### src/rtl/hm_rd_sched.sv
// hm_rd_sched: splits host-memory read jobs into 4 KB-safe MRd chunks, one outstanding at a time.
// Define HM_RD_SCHED_RETRY_EN to retry a timed-out chunk up to three times before aborting.
module hm_rd_sched #(
  parameter int MAX_RD_DW   = 128,
  parameter int TIMEOUT_CYC = 65535
) (
  input  logic        trn_clk,
  input  logic        trn_reset_n,
  input  logic        trn_lnk_up_n,
  input  logic        job_start,
  input  logic [63:0] job_addr,
  input  logic [11:0] job_dw,
  output logic        job_busy,
  output logic        job_done,
  output logic        job_err,
  output logic        tx_req,
  input  logic        tx_ack,
  output logic [63:0] tx_addr,
  output logic [9:0]  tx_len,
  input  logic        rx_memory_read,
  output logic        rx_rst,
  output logic [2:0]  stat_state,
  output logic [31:0] stat_chunks,
  output logic [31:0] stat_timeouts
);
  localparam logic [2:0] IDLE = 3'd0, CALC = 3'd1, ISSUE = 3'd2, WAIT = 3'd3, NEXT = 3'd4, ERR = 3'd5, RETRY = 3'd6;
  logic [2:0] state, state_n, tmo_dst;
  logic [63:0] addr;
  logic [11:0] rem, len_a, len;
  logic [10:0] to4k;
  logic [23:0] timer;
  logic start_ok, abort, chunk_ok, tmo_hit;
  logic tx_req_d, busy_d, done_d, err_d, rst_d;
`ifdef HM_RD_SCHED_RETRY_EN
  logic [1:0] retry_cnt;
  assign tmo_dst = retry_cnt == 2'd3 ? ERR : RETRY;
`else
  assign tmo_dst = ERR;
`endif
  assign stat_state = state;
  assign start_ok = job_start && job_dw != 12'd0 && !trn_lnk_up_n;
  assign abort = trn_lnk_up_n && state != IDLE && state != ERR;
  assign chunk_ok = state == WAIT && rx_memory_read && !trn_lnk_up_n;
  assign tmo_hit = state == WAIT && !rx_memory_read && !trn_lnk_up_n && timer == 24'(TIMEOUT_CYC - 1);
  assign to4k = 11'd1024 - {1'b0, addr[11:2]};
  assign len_a = rem < 12'(MAX_RD_DW) ? rem : 12'(MAX_RD_DW);
  assign len = len_a < {1'b0, to4k} ? len_a : {1'b0, to4k};
  always_ff @(posedge trn_clk)
    state <= !trn_reset_n ? IDLE : state_n;
  always_comb begin
    state_n = state;
    case (state)
      IDLE:  state_n = start_ok ? CALC : IDLE;
      CALC:  state_n = ISSUE;
      ISSUE: state_n = tx_ack ? WAIT : ISSUE;
      WAIT:  state_n = rx_memory_read ? NEXT : tmo_hit ? tmo_dst : WAIT;
      NEXT:  state_n = rem == 12'd0 ? IDLE : CALC;
`ifdef HM_RD_SCHED_RETRY_EN
      RETRY: state_n = ISSUE;
`endif
      default: state_n = IDLE;
    endcase
    if (abort) state_n = ERR;
  end
  always_comb begin
    tx_req_d = state_n == ISSUE;
    busy_d = state_n != IDLE && state_n != ERR;
    done_d = state == NEXT && state_n == IDLE;
    err_d = (state == IDLE && job_start && !start_ok) || state_n == ERR;
    rst_d = state_n == ERR || state_n == RETRY;
  end
  always_ff @(posedge trn_clk) begin
    if (!trn_reset_n) begin
      tx_req <= 1'b0;
      job_busy <= 1'b0;
      job_done <= 1'b0;
      job_err <= 1'b0;
      rx_rst <= 1'b0;
      tx_addr <= '0;
      tx_len <= '0;
      addr <= '0;
      rem <= '0;
      timer <= '0;
      stat_chunks <= '0;
      stat_timeouts <= '0;
    end else begin
      tx_req <= tx_req_d;
      job_busy <= busy_d;
      job_done <= done_d;
      job_err <= err_d;
      rx_rst <= rst_d;
      timer <= state == WAIT ? timer + 24'd1 : 24'd0;
      if (state == IDLE && start_ok) begin
        addr <= job_addr & ~64'h3;
        rem <= job_dw;
      end
      if (state == CALC) begin
        tx_addr <= addr;
        tx_len <= len[9:0];
      end
      if (chunk_ok) begin
        addr <= addr + {52'd0, tx_len, 2'b00};
        rem <= rem - {2'b00, tx_len};
        stat_chunks <= &stat_chunks ? stat_chunks : stat_chunks + 32'd1;
      end
      if (tmo_hit) stat_timeouts <= &stat_timeouts ? stat_timeouts : stat_timeouts + 32'd1;
    end
  end
`ifdef HM_RD_SCHED_RETRY_EN
  // count clears per accepted job and per completed chunk, so only consecutive timeouts accumulate
  always_ff @(posedge trn_clk)
    retry_cnt <= !trn_reset_n || state == IDLE || chunk_ok ? 2'd0 : state_n == RETRY ? retry_cnt + 2'd1 : retry_cnt;
`endif
endmodule

### config.mk
export PLATFORM = sky130hd
export DESIGN_NAME = hm_rd_sched
export DESIGN_NICKNAME = d
export VERILOG_FILES = /design/src/rtl/hm_rd_sched.sv
export SDC_FILE = /design/constraint.sdc
export NUM_CORES = 1
export LEC_CHECK = 0
export BUFFER_PORTS_ARGS = -buffer_cell sky130_fd_sc_hd__clkbuf_2
export CORE_MARGIN = 1
export CORE_UTILIZATION = 41
export CTS_BUF_LIST = sky130_fd_sc_hd__clkbuf_16
export DETAILED_ROUTE_END_ITERATION = 6
export GPL_TIMING_DRIVEN = 0
export HOLD_SLACK_MARGIN = 0.12
export SLEW_MARGIN = 10
export SYNTH_ARGS = -nofsm -noshare
export SYNTH_HDL_FRONTEND = slang
export SYNTH_SLANG_ARGS = --single-unit
### constraint.sdc
create_clock -name trn_clk -period 3.92 [get_ports trn_clk]
set_clock_uncertainty 0.1 [all_clocks]
set_input_delay 0.588 -clock trn_clk [delete_from_list [all_inputs] [get_ports trn_clk]]
set_output_delay 0.588 -clock trn_clk [all_outputs]
set_load 0.02 [all_outputs]
==> reports/qor.yml <==
sta:
  max_clock_freq_mhz: 280
  max-slew-margin-rel_pct: 24.2
  setup_viol: 0
  setup-tns-final_ns: 0
  finalMaxSlewViolations: 0
  hold_violations: 0
  worst_pin_slew_ns: 1.13
  period_minus_slack_ns: 3.57
  finalCritPeriodShare_pct: 91.1
  rsz0062_at_grt: "no"
cts:
  cts_tree: "yes"
  h-tree-depth: 1
  postCtsSetupRepairBufs: 0
  clock-sinks: 242
  cts_made_buffers: 27
  clk_latency_ns: 0.55
  clockBufferDepth: 3
  cts-root-buf: "clkbuf_16"
  clk_pin_slew_worst_paths_ns: 0.06
layout:
  fill_cells: 3140
  fin_cells: 2292
  stdcell_area_um2: 15200
  area_delta_synth_final_pct: 19.6
  final_nets: 1992
  utilization_pct: 49.8
  mostFrequentLayoutCells: "nand2_1 (267), dfxtp_1 (242), clkbuf_2 (223)"
  final_common_cell: "nand2_1"
  drive_above_1_share_pct: 14.8
setup_path:
  worstPathRequired_ns: 4.28
  crit_arrival_ns: 3.93
  cp_slowest_cell: "buf_1"
  path_class: "reg2reg"
  critical_path.max_fanout: 10
  cpPeakStageDelay_ns: 0.68
  end_kind: "flop"
  r2r_slack_ns: 0.35
  startpoint_type: "flop"
  crit_top_cell: "clkbuf_1"
  worstPathCellList: "clkbuf_1 -> nor4b_1 -> and2_1 -> clkbuf_1 -> clkbuf_1 -> buf_1 -> a21boi_0 -> o22ai_1"
synthesis:
  yosys_most_used_dff: "dfxtp_1"
  avgSynthCellArea_um2: 7.88
  synth_edf_count: 0
  synthArstFlopShare_pct: 0
  synth-seq-cells: 242
  yosys_warnings: 0
  synthCells: 1616
  synth_cell_types: 71
  yosysSeqAreaShare_pct: 38.1
  syn_area_um2: 12700
power:
  p_leak_uw: 0.00570
  ir_drop_mv: 0.417
  p_total_uw: 5980
  power_density_nw_per_um2: 393
die:
  num_rows: 64
  die_h_um: 178
  die_area_um2: 31800
  design.core.area_um2: 30600
  initial_utilization_pct: 41.6
  die_x_um: 178
  io_pins: 228
routing:
  post_drt_wl_per_cell_um: 19.5
  drc: 0
  drt-total-wl_um: 44600
  vias_per_cell: 5.80
  drtPass1Iterations: 5
  postRouteAntennaNets: 0
  via_count: 13300
  drt_iter0_markers: 986
place:
  port_buffers: 223
  dp.cells: 2240
  place.detailed.hpwl_um: 33000
  place_area_um2: 14400
  gp_congestion: 0.959
flow_run:
  drv_cap: 0
run_status:
  status: "complete, no violations"
global_routing:
  antenna_found_initial: 5
  grt_max_degree: 14
  grt_pass1_wl_um: 68500
  grt_pass1_vias: 12300
  grt_usage_pct: 27.7
  grt.overflow.total: 0
worst_hold_path:
  min_path_type: "in2reg"
-- metal layers --
metal	GRT usage (%)	wire length [um]	vias to the layer above
met2	44.5	19800	603
met4	8.44	1240	2
met3	6.97	4520	95
met1	36.3	19000	6237
met5	0	16	-
li1	-	-	6365
-- path summary, 6_finish.rpt --
path / from / end / cells after the start
worst max-delay path: stat_state[1] / addr[60] / 8
worst min-delay path: job_addr[26] / addr[26] / 3
worst min register to register: tx_addr[26] / tx_addr[26] / 2
worst max register to register: stat_state[1] / addr[60] / 8
-- critical path: cells and delay by family (launching register included) --
kind,cells,cell delay (ns)
compound gates,2,0.40
buf+inv,4,1.83
flops,1,0.35
simple gates,2,0.80
-- sequential cells by signal, summed over array words and instances, names as in the netlist, 3 cells and up --
register       cells
stat_timeouts     32
addr              62
tx_addr           62
stat_chunks       32
tx_len            10
rem               12
stat_state         3
timer             24
-- cells by family (layout without fill, tap and decap cells) --
logic type                 count (synthesis)  count (layout)  share of synthesized area, %
and+or+nand+nor                          758             758                          29.4
AOI/OAI and AO/OA                        329             329                          16.8
DFF                                      242             242                          38.1
buffers and inverters                    140             412                          4.24
xor gates and xnor gates                  90              90                          6.19
adders and majority gates                 37              37                          3.75
muxes                                     19              19                          1.53
other                                      1               9                        0.0295
-- cell usage after synthesis (all sizes together), types with 25 or more instances --
cell type | n | area share (%)
nand2 | 267 | 7.9
dfxtp | 242 | 38
nor2 | 128 | 3.8
a21oi | 117 | 4.6
nand3 | 89 | 3.5
clkbuf | 82 | 2.4
xor2 | 60 | 4.1
nand4 | 58 | 2.9
o21ai | 45 | 1.8
inv | 41 | 1.2
and3 | 37 | 1.8
nor3 | 36 | 1.4
ha | 35 | 3.4
xnor2 | 30 | 2.1
a31oi | 25 | 1.2
nor4 | 25 | 1.3
or3 | 25 | 1.3
-- report_power, final --
group	switching [uW]	internal, uW
Clock	1080	1380
Sequential	98.8	2530
Combinational	573	321
-- through the flow --
stage	worst slack [ns]	hold WS (ns)
floorplan	1.02	0.346
detailed placement	0.268	0.348
CTS	0.267	0.169
global placement	0.245	0.343
finish	0.349	0.173
global route	0.110	0.173
-- timing repair --
| action | 4_1_cts | 5_1_grt |
|---|---|---|
| setup endpoints to repair | 0 | 2 |
| hold buffers | 0 | 0 |
| resized for setup | 0 | 1 |
-- final cells by class --
cell class,count,area (um^2),share of cell area (%)
diodes,4,10.0,0.0658
plain buffers,99,385,2.53
clock inverters,21,158,1.04
repair buffers,224,1130,7.41
flip-flops and latches,242,4840,31.8
multi-input cells,1238,7370,48.4
well taps,396,495,3.26
inverters,41,154,1.01
clock buffers,27,676,4.44
Note: power is estimated with default switching activity, not from simulation.
